## config.mk

```make
export PLATFORM = sky130hd
export DESIGN_NAME = cmp_arbiter
export DESIGN_NICKNAME = d
export VERILOG_FILES = /design/src/rtl/cmp_arbiter.sv
export SDC_FILE = /design/constraint.sdc
export NUM_CORES = 1
export LEC_CHECK = 0
export CAP_MARGIN = 20
export CORE_UTILIZATION = 35
export CTS_CLUSTER_SIZE = 25
export DETAILED_ROUTE_END_ITERATION = 12
export PLACE_DENSITY = 0.68
export RECOVER_POWER = 50
export REMOVE_ABC_BUFFERS = 1
export SYNTH_ARGS = -nofsm -noshare
export SYNTH_HDL_FRONTEND = slang
export SYNTH_SLANG_ARGS = --single-unit
```

## constraint.sdc

```tcl
create_clock -name clk -period 3.1 [get_ports clk]
set_input_delay 0.31 -clock clk [delete_from_list [all_inputs] [get_ports clk]]
set_output_delay 0.31 -clock clk [all_outputs]
set_load 0.05 [all_outputs]
```

## src/rtl/cmp_arbiter.sv

```systemverilog
// Two-requester round-robin arbiter around one shared unsigned magnitude
// comparator. Each transaction walks IDLE -> CMP -> RSP and then returns to IDLE.
//
// Handshake rules:
// - A request transfers on a rising edge where reqN_valid and reqN_ready are
//   both high.
// - reqN_ready is only raised in IDLE, and only for the requester that wins
//   arbitration.
// - A response transfers on a rising edge where rspN_valid and rspN_ready are
//   both high.
// - rspN_valid stays high, with rsp_flags stable, until that transfer happens.
module cmp_arbiter #(
  parameter int DATA_W = 32,
  parameter int CNT_W  = 16
) (
  input  logic              clk,
  input  logic              rst_n,
  input  logic              req0_valid,
  input  logic              req1_valid,
  input  logic [DATA_W-1:0] req0_a,
  input  logic [DATA_W-1:0] req0_b,
  input  logic [DATA_W-1:0] req1_a,
  input  logic [DATA_W-1:0] req1_b,
  output logic              req0_ready,
  output logic              req1_ready,
  output logic              rsp0_valid,
  output logic              rsp1_valid,
  input  logic              rsp0_ready,
  input  logic              rsp1_ready,
  output logic [2:0]        rsp_flags,
  output logic              busy,
  output logic [CNT_W-1:0]  done0_cnt,
  output logic [CNT_W-1:0]  done1_cnt,
  output logic [1:0]        state_dbg
);

  typedef enum logic [1:0] {
    IDLE = 2'd0,
    CMP  = 2'd1,
    RSP  = 2'd2
  } state_t;

  state_t            state, state_nxt;
  logic              gnt_id;    // requester owning the current transaction
  logic              last_id;   // requester served most recently
  logic [DATA_W-1:0] a_q, b_q;
  logic              pick;
  logic              any_req;
  logic              rsp_fire;
  logic [2:0]        cmp_flags;

  localparam logic [CNT_W-1:0] CNT_ONE = {{(CNT_W-1){1'b0}}, 1'b1};

  assign busy      = (state != IDLE);
  assign state_dbg = state;

  // Arbitration: a tie goes to whoever was not served last; a lone request always wins.
  always_comb begin
    any_req  = req0_valid | req1_valid;
    pick     = (req0_valid && req1_valid) ? ~last_id : req1_valid;
    rsp_fire = gnt_id ? rsp1_ready : rsp0_ready;
  end

  // Shared comparator, always fed from the latched operands.
  always_comb begin
    cmp_flags = 3'b100;
    if (a_q > b_q)      cmp_flags = 3'b001;
    else if (a_q < b_q) cmp_flags = 3'b010;
  end

  // Next-state and handshake outputs; rst_n gating keeps ready low while in reset.
  always_comb begin
    state_nxt  = state;
    req0_ready = 1'b0;
    req1_ready = 1'b0;
    rsp0_valid = 1'b0;
    rsp1_valid = 1'b0;
    case (state)
      IDLE: begin
        if (any_req && rst_n) begin
          req0_ready = ~pick;
          req1_ready = pick;
          state_nxt  = CMP;
        end
      end
      CMP: state_nxt = RSP;
      RSP: begin
        rsp0_valid = ~gnt_id;
        rsp1_valid = gnt_id;
        if (rsp_fire) state_nxt = IDLE;
      end
      default: state_nxt = IDLE;
    endcase
  end

  // State register.
  always_ff @(posedge clk or negedge rst_n) begin
    if (!rst_n) state <= IDLE;
    else        state <= state_nxt;
  end

  // Operand/grant capture, result register, counters and round-robin pointer.
  always_ff @(posedge clk or negedge rst_n) begin
    if (!rst_n) begin
      gnt_id    <= 1'b0;
      last_id   <= 1'b1;
      a_q       <= '0;
      b_q       <= '0;
      rsp_flags <= 3'b000;
      done0_cnt <= '0;
      done1_cnt <= '0;
    end else begin
      case (state)
        IDLE: begin
          if (any_req) begin
            gnt_id <= pick;
            a_q    <= pick ? req1_a : req0_a;
            b_q    <= pick ? req1_b : req0_b;
          end
        end
        CMP: rsp_flags <= cmp_flags;
        RSP: begin
          if (rsp_fire) begin
            last_id <= gnt_id;
            if (gnt_id) done1_cnt <= done1_cnt + CNT_ONE;
            else        done0_cnt <= done0_cnt + CNT_ONE;
          end
        end
        default: ;
      endcase
    end
  end

endmodule

```

==> results of run 1 <==
cell families (layout without fill, tap and decap cells):
group | Yosys count | after routing | share of synthesized area
AO/OA/AOI/OAI | 95 | 95 | 0.0928
adder cells (fa/ha/maj) | 34 | 34 | 0.0789
buffers and inverters | 63 | 238 | 0.0471
XOR/XNOR | 30 | 30 | 0.0487
flip-flops | 103 | 103 | 0.478
AND/OR/NAND/NOR | 152 | 152 | 0.129
multiplexers | 67 | 67 | 0.125
registers in the layout, indices dropped and copies added (netlist names):
register / flops
a_q: 32
state_dbg: 2
b_q: 32
done1_cnt: 16
rsp_flags: 3
last_id: 1
done0_cnt: 16
gnt_id: 1
metrics by stage:
stage	util	setup TNS [ns]	hold slack, ns	area, um^2
2_1_floorplan	-	-173.12	0.0144	5290
3_3_place_gp	0.486	0	0.219	7350
3_5_place_dp	0.486	0	0.226	7350
4_1_cts	0.506	0	0.454	7670
5_1_grt	0.505	0	0.483	7640
6_report	0.505	0	0.435	7640
cells in the final DEF, fill, tap and decap left out, types with 2 or more instances in the layout:
master,instances
bufinv_16,2
clkbuf_16,9
mux2i_1,64
nand3_1,12
a21oi_1,76
and3_1,7
xnor2_1,25
xor2_1,5
buf_4,5
nor3_1,3
a21o_1,3
nor2_1,78
clkbuf_1,4
nor4_1,2
nand2_1,26
nand2b_1,3
inv_1,41
nand4_1,10
and4_1,3
o21ai_0,10
mux2_2,3
clkdlybuf4s50_1,172
dfrtp_1,102
ha_1,34
and2_0,3
worst max-delay path, cell delays in order (launching register included):
cell	delay [ns]
dfrtp_1	0.43
nor2_1	0.19
inv_1	0.08
nor2_1	0.17
clkbuf_4	1.00
nor2_1	0.09
a21oi_1	0.18
per-layer routing:
layer / routed length, um / part of all wire / up-vias / track usage
met5: 0 / 0 / - / 0
met4: 205 / 0.017 / 0 / 0.0666
met3: 592 / 0.049 / 15 / 0.0323
met2: 5970 / 0.50 / 112 / 0.279
met1: 5240 / 0.44 / 2008 / 0.183
li1: - / - / 2200 / -
path summary, 6_finish.rpt:
path | from | to | slack [ns] | cells after the start
min in group clk | done1_cnt[15]$_DFFE_PN0P_ | done1_cnt[15]$_DFFE_PN0P_ | 0.47 | 1
min reg2reg | done1_cnt[15]$_DFFE_PN0P_ | done1_cnt[15]$_DFFE_PN0P_ | 0.47 | 1
max in group asynchronous | rst_n | a_q[1]$_DFFE_PN0P_ | 0.88 | 4
max reg2reg | state_dbg[1]$_DFFE_PN0P_ | a_q[11]$_DFFE_PN0P_ | 0.83 | 6
min | rst_n | done0_cnt[2]$_DFFE_PN0P_ | 0.44 | 2
max | state_dbg[1]$_DFFE_PN0P_ | a_q[11]$_DFFE_PN0P_ | 0.83 | 6
area by class of cell:
cell class	instances	area share
Clock buffer	13	0.0314
Clock inverter	3	0.00884
Inverter	41	0.0201
Multi-Input combinational cell	378	0.336
Sequential cell	103	0.337
Tap cell	188	0.0308
Timing Repair Buffer	181	0.236
power by group:
group	total, W	switching, W	internal (W)	leakage [nW]
clock	0.00119	0.000481	0.000709	0.144
sequential	0.00219	0.000339	0.00185	1.23
combinational	0.00265	0.00153	0.00112	2.08
total	0.00603	0.00235	0.00368	3.45
==> out/qor.csv, run 1 <==
metric;value;unit
status;finished clean;
die span in x;126;um
Sequential Area;2580;um^2
Critical Path Start Type;flop;
Resize count post-CTS;0;
Mean Syn Cell Area;9.91;um^2
Chip Height;126;um
dominant cell by count in the synthesized netlist;dfrtp_1;
CTS buffer count;9;
Slew headroom;0.161;
Final Wtd Congestion;0.781;
top post-synthesis cells by area;dfrtp_1 (47%), mux2i_1 (12%), ha_1 (7.9%);
Vias/cell;4.78;
MaxCap Viol Count;0;
top post-synthesis cells by count;dfrtp_1 (102), nor2_1 (78), a21oi_1 (76);
EDFF count, synth;0;
via count;4335;
final number of setup-violating endpoints;0;
Clock Path Buffers;2;
layout cells sized above 1;0.0348;
Placed Cells;890;
Worst Setup End Kind;flop;
Final Hold Fails;0;
Initial Util;0.356;
CTS tree;built;
Clock Sinks;103;
post-CTS setup buffers;0;
# fillers;1371;
max frequency;440;MHz
hold-fix buffers at CTS;1;
crit-path max FO;129;
Cell Area, Synth;5390;um^2
pin count of the biggest net entering global routing;130;
drt wl/cell;13.2;um
first-pass GRT wire length;19800;um
GRT Util Overall;0.157;
die area;15900;um^2
Required @ worst endpoint;3.36;ns
WL final;12000;um
final worst slack;0.826;ns
DRT iter0 DRCs;119;
RSZ-0062 raised after global routing;no;
post-synth top area share;0.473;
CTS Root Cell;clkbuf_16;
pwr/cell area;789;nW/um^2
clock latency on the worst-skew pair;0.35;ns
H-tree Lvls;3;
sequential area share after synthesis;0.478;
Final Cycle Share;0.734;
I/O Buffers;175;
total gr overflow;0;
number of global-route vias before repair;4266;
footprint of the multi-input gates;2560;um^2
synthesized netlist cell count;544;
Synth Warn #;0;
Tmin final;2.27;ns
antenna-violating nets left;0;
Yosys cell types;38;
Site Rows;45;
Setup WS pre-CTS;0.955;ns
asr flop ratio synth;1.00;
cell leakage power;3.45;nW
Worst EP arrival;2.53;ns
non-filler cells in the finished layout;907;
Worst Hold Class;input port to async pin;
register bit total from synthesis;103;
worst slew pin tran;1.26;ns
Crit Path Category;flop to flop;
Synth Flop Type;dfrtp_1;
VDD IR max;336;uV
largest area contributor in the netlist;dfrtp_1;
max-slew violations;0;
n_diodes;0;
CORE AREA;15100;um^2
I/O pin count;176;
Area Overhead vs Synth;41.7;%
Design Power;0.00603;W
Max Clock Skew;0.00577;ns
initial antenna violation count;0;
clk slew on worst S/H paths;0.07;ns
number of remaining DRC errors;0;
dpl hpwl;9220;um
DR pass1 iterations;4;
NumNets Final;882;
No activity file was read; power rests on OpenSTA's default activity.
==> run 2: changes to the inputs <==
--- a/config.mk
+++ b/config.mk
@@ -9,7 +9,7 @@
 export CORE_UTILIZATION = 35
 export CTS_CLUSTER_SIZE = 25
 export DETAILED_ROUTE_END_ITERATION = 12
-export PLACE_DENSITY = 0.68
+export PLACE_DENSITY = 0.7
 export RECOVER_POWER = 50
 export REMOVE_ABC_BUFFERS = 1
 export SYNTH_ARGS = -nofsm -noshare
==> constraint.sdc (replaced) <==
create_clock -name clk -period 1.9 [get_ports clk]
set_input_delay 0.19 -clock clk [delete_from_list [all_inputs] [get_ports clk]]
set_output_delay 0.19 -clock clk [all_outputs]
set_load 0.05 [all_outputs]
==> out/qor.csv, run 2 (synthesis results as in run 1) <==
metric;value;unit;change
VDD IR max;690;uV;+110%
DRT iter0 DRCs;177;;+49%
antenna-violating nets left;0;;unchanged
layout cells sized above 1;0.0935;;+0.0587
n_diodes;0;;unchanged
worst reg2reg setup slack;-0.01;ns;-0.84 ns
dpl hpwl;9490;um;+2.8%
initial antenna violation count;0;;unchanged
cell leakage power;3.56;nW;+3.2%
P_sw;0.00413;W;+76%
via count;4446;;+2.6%
biggest regs;a_q (32), b_q (32);;
# fillers;1325;;-3.4%
I/O Buffers;175;;unchanged
dpl cell area;7490;um^2;+1.8%
Worst EP arrival;2.14;ns;-0.39 ns
pwr/cell area;1310;nW/um^2;+67%
pin count of the biggest net entering global routing;130;;unchanged
most common cell after layout, fill and taps aside;clkdlybuf4s50_1;;
GRT Util Overall;0.159;;+0.00211
Clock power frac;0.176;;-0.021
Placed Cells;902;;+1.3%
Crit Path Category;flop to flop;;
Final Hold Fails;0;;unchanged
worst slew pin tran;0.936;ns;-0.323 ns
Final Cycle Share;1.01;;+0.274
Worst Setup End Kind;flop;;
WL final;12600;um;+4.6%
final instance area;7970;um^2;+4.3%
Site Rows;45;;unchanged
CTS tree;built;;
number of remaining DRC errors;0;;unchanged
NumNets Final;901;;+2.2%
total gr overflow;0;;unchanged
Sequential Area;2580;um^2;about the same
H-tree Lvls;3;;unchanged
cell-internal power;0.00635;W;+72%
Seq pwr share;0.344;;-0.020
Chip Height;126;um;unchanged
non-filler cells in the finished layout;926;;+2.1%
die span in x;126;um;unchanged
RSZ-0062 raised after global routing;yes;;
Clock Sinks;103;;unchanged
final worst slack;-0.0148;ns;-0.840 ns
Gate power share;0.479;;+0.040
Slew headroom;0.376;;+0.215
footprint of the multi-input gates;2730;um^2;+6.3%
CTS buffer count;9;;unchanged
clock latency on the worst-skew pair;0.35;ns;about the same
Critical Path Start Type;flop;;
first-pass GRT wire length;20200;um;+1.8%
Sw Share;0.394;;+0.00468
die area;15900;um^2;unchanged
Tmin final;1.91;ns;-0.360 ns
Reg2Reg Launch Point;a_q[27]$_DFFE_PN0P_;;
Clock Path Buffers;2;;unchanged
max-slew violations;0;;unchanged
most frequent cells in the layout;clkdlybuf4s50_1 (169), dfrtp_1 (101), nor2_1 (77);;
Max Clock Skew;0.0109;ns;+0.00515 ns
Met3 Wirelength;544;um;-8.1%
crit-path max FO;2;;-98%
Post-Route M1 WL;5390;um;+3.0%
Area Overhead vs Synth;47.9;%;
Vias/cell;4.80;;+0.46%
number of global-route vias before repair;4390;;+2.9%
Initial Util;0.356;;unchanged
Final Wtd Congestion;0.767;;-1.9%
final number of setup-violating endpoints;1;;+1
CORE AREA;15100;um^2;unchanged
top sig layer;met4;;
I/O pin count;176;;unchanged
DR pass1 iterations;4;;unchanged
status;complete, but fails checks;;
CTS Root Cell;clkbuf_16;;
Worst Hold Class;input port to async pin;;
CP Launch Point;a_q[27]$_DFFE_PN0P_;;
Layout Utilization;0.526;;+0.0219
DR WL met2;6470;um;+8.4%
drt wl/cell;13.6;um;+2.5%
Required @ worst endpoint;2.12;ns;-1.24 ns
max frequency;522;MHz;+19%
failing checks;negative setup slack;;
MaxCap Viol Count;0;;unchanged
clk slew on worst S/H paths;0.07;ns;about the same
run 2: through the flow:
stage	setup WS [ns]	TNS (ns)	hold slack [ns]	total power, W
final	-0.0148	-0.0148	0.294	0.0105
after detailed placement	-0.165	-0.312	0.120	0.00817
after CTS	-0.0382	-0.0382	0.283	0.0103
after global placement	-0.0776	-0.0850	0.117	0.00798
after global routing	-0.112	-0.235	0.306	0.0113
after floorplan	-4.51	-254.66	-0.106	0.00624
run 2: path summary, 6_finish.rpt:
check                                                 end  depth (start not counted)
worst max-delay path             rsp_flags[1]$_DFFE_PN0N_                          7
worst min-delay path             done0_cnt[1]$_DFFE_PN0P_                          2
worst max register to register   rsp_flags[1]$_DFFE_PN0N_                          7
worst min register to register  done1_cnt[13]$_DFFE_PN0P_                          1
max in group asynchronous       done1_cnt[13]$_DFFE_PN0P_                          3
min in group clk                      a_q[13]$_DFFE_PN0P_                          3
run 2: repair_timing:
item,CTS,global route
cloned,0,0
pin swaps,10,13
gates resized for setup,11,18
buffers inserted,2,5
endpoints found under the hold margin,19,0
endpoints found under the setup margin,4,4
hold buffers,1,0
run 2: critical path, cell delays in order (launching register included):
cell and delay [ns]:
dfrtp_1 0.41, ha_4 0.28, nand4_1 0.13, nor4_2 0.34, nand4_1 0.18, a31oi_1 0.21, nor3_2 0.07, a21o_1 0.18
run 2: cell type report:
class / count / share of cell area
multi-input cells: 378 / 0.342
clock buffers: 11 / 0.0304
inverters: 41 / 0.0193
flip-flops and latches: 103 / 0.324
well taps: 188 / 0.0295
clock inverters: 5 / 0.00722
repair buffers: 200 / 0.248
run 2: power groups by stage:
| stage | registers, W | clock network, W | logic (W) |
|---|---|---|---|
| detailed placement | 0.00360 | 0 | 0.00456 |
| CTS | 0.00359 | 0.00190 | 0.00478 |
| global placement | 0.00355 | 0 | 0.00443 |
| global route | 0.00372 | 0.00199 | 0.00560 |
| floorplan | 0.00377 | 0 | 0.00247 |
| finish | 0.00361 | 0.00185 | 0.00502 |
run 2: routing by layer:
metal  global-route usage  vias up
met3               0.0289       11
met4               0.0595        0
met5                    0        -
met2                0.288      110
li1                     -     2238
met1                0.187     2087
==> run 3: changes to the inputs <==
--- a/config.mk
+++ b/config.mk
@@ -9,7 +9,8 @@
 export CORE_UTILIZATION = 35
 export CTS_CLUSTER_SIZE = 25
 export DETAILED_ROUTE_END_ITERATION = 12
-export PLACE_DENSITY = 0.7
+export DONT_BUFFER_PORTS = 1
+export PLACE_DENSITY = 0.55
 export RECOVER_POWER = 50
 export REMOVE_ABC_BUFFERS = 1
 export SYNTH_ARGS = -nofsm -noshare
==> out/qor.csv, run 3 (synthesis results as in run 1) <==
metric;value;unit;change
final number of setup-violating endpoints;2;;+1
cell leakage power;2.96;nW;-17%
WL final;11200;um;-11%
n_diodes;0;;unchanged
MaxCap Viol Count;0;;unchanged
dpl hpwl;8240;um;-13%
drt wl/cell;14.4;um;+6.3%
NumNets Final;754;;-16%
Chip Height;126;um;unchanged
Max Clock Skew;0.00891;ns;-0.00202 ns
CORE AREA;15100;um^2;unchanged
GRT Util Overall;0.146;;-0.0135
Site Rows;45;;unchanged
H-tree Lvls;3;;unchanged
layout cells sized above 1;0.118;;+0.0249
DR pass1 iterations;6;;+2
Worst EP arrival;2.18;ns;+0.04 ns
die span in x;126;um;unchanged
setup TNS;-0.0567;ns;-0.0420 ns
Worst Hold Class;input port to async pin;;
via count;3904;;-12%
Required @ worst endpoint;2.14;ns;+0.02 ns
Final Cycle Share;1.02;;+0.0118
biggest regs;a_q (32), b_q (32);;
max frequency;516;MHz;-1.2%
CTS Root Cell;clkbuf_16;;
antenna-violating nets left;0;;unchanged
Clock Sinks;103;;unchanged
Critical Path Start Type;flop;;
crit-path max FO;3;;+1
status;complete, but fails checks;;
most common cell after layout, fill and taps aside;dfrtp_1;;
final worst slack;-0.0373;ns;-0.0225 ns
die area;15900;um^2;unchanged
CTS buffer count;9;;unchanged
I/O Buffers;0;;-100%
Vias/cell;5.01;;+4.4%
Final Hold Fails;103;;+103
DRT iter0 DRCs;99;;-44%
worst slew pin tran;0.817;ns;-0.119 ns
initial antenna violation count;0;;unchanged
WHS;-0.464;ns;-0.758 ns
number of remaining DRC errors;0;;unchanged
RSZ-0062 raised after global routing;yes;;
Slew headroom;0.455;;+0.0793
failing checks;negative hold slack, negative setup slack;;
Final Wtd Congestion;0.763;;-0.52%
VDD IR max;653;uV;-5.3%
Worst Setup End Kind;flop;;
pwr/cell area;1530;nW/um^2;+17%
I/O pin count;176;;unchanged
clk slew on worst S/H paths;0.07;ns;about the same
Area Overhead vs Synth;16.4;%;
first-pass GRT wire length;18200;um;-9.8%
Clock Path Buffers;2;;unchanged
max-slew violations;0;;unchanged
# fillers;1503;;+13%
Initial Util;0.356;;unchanged
total gr overflow;0;;unchanged
most frequent cells in the layout;dfrtp_1 (101), nor2_1 (77), a21oi_1 (76);;
pin count of the biggest net entering global routing;130;;unchanged
number of global-route vias before repair;3781;;-14%
Crit Path Category;flop to flop;;
CTS tree;built;;
Layout Utilization;0.415;;-0.112
Tmin final;1.94;ns;+0.0225 ns
clock latency on the worst-skew pair;0.35;ns;about the same
==> run 3: report_power, final <==
group          total (W)  switching (W)  internal [W]
logic            0.00422        0.00249       0.00173
registers        0.00363       0.000611       0.00302
clock network    0.00177       0.000808      0.000963
==> run 3: worst paths after layout <==
check / start / end / slack [ns] / cells after the start
setup / recovery: a_q[13]$_DFFE_PN0P_ / rsp_flags[1]$_DFFE_PN0N_ / -0.04 / 8
hold / removal: rst_n / done1_cnt[8]$_DFFE_PN0P_ / -0.46 / 0
setup reg to reg: a_q[13]$_DFFE_PN0P_ / rsp_flags[1]$_DFFE_PN0N_ / -0.04 / 8
hold reg to reg: last_id$_DFFE_PN1P_ / last_id$_DFFE_PN1P_ / 0.52 / 2
max in group asynchronous: rst_n / last_id$_DFFE_PN1P_ / 2.17 / 0
min in group clk: rst_n / state_dbg[0]$_DFFE_PN0P_ / 0.03 / 1
==> run 3: worst max-delay path, stage by stage, from the launching register on <==
cell and delay [ns]:
dfrtp_1 0.39, ha_1 0.31, nand4_1 0.17, nor4_2 0.31, buf_4 0.15, o21ai_0 0.11, a31oi_2 0.18, nor3_2 0.06
a21o_1 0.16
==> run 3: area by class of cell <==
type | instances | area [um^2] | area share
Clock buffer | 12 | 256 | 0.0409
Timing Repair Buffer | 53 | 379 | 0.0604
Clock inverter | 4 | 30.0 | 0.00478
Multi-Input combinational cell | 378 | 2640 | 0.421
Tap cell | 188 | 235 | 0.0375
Inverter | 41 | 154 | 0.0245
Sequential cell | 103 | 2580 | 0.411
==> run 3: repair_timing <==
item,4_1_cts,5_1_grt
cloned,0,0
endpoints found under the setup margin,4,4
setup buffers,2,1
resized for setup,8,7
endpoints found under the hold margin,103,103
pin swaps,7,5
==> run 3: stage by stage <==
stage               worst slack (ns)  std cells  total power, W  cell area (um^2)
global placement             -0.0893        760         0.00768              5960
floorplan                      -4.51        522         0.00624              5290
CTS                          -0.0821        778         0.00982              6310
global route                  -0.242        779          0.0105              6280
finish                       -0.0373        779         0.00962              6280
detailed placement            -0.149        760         0.00780              5960
==> run 3: layer usage <==
metal	routed length [um]	global-route usage
met1	5030	0.180
met2	5590	0.252
met3	446	0.0293
met4	155	0.0510
met5	0	0
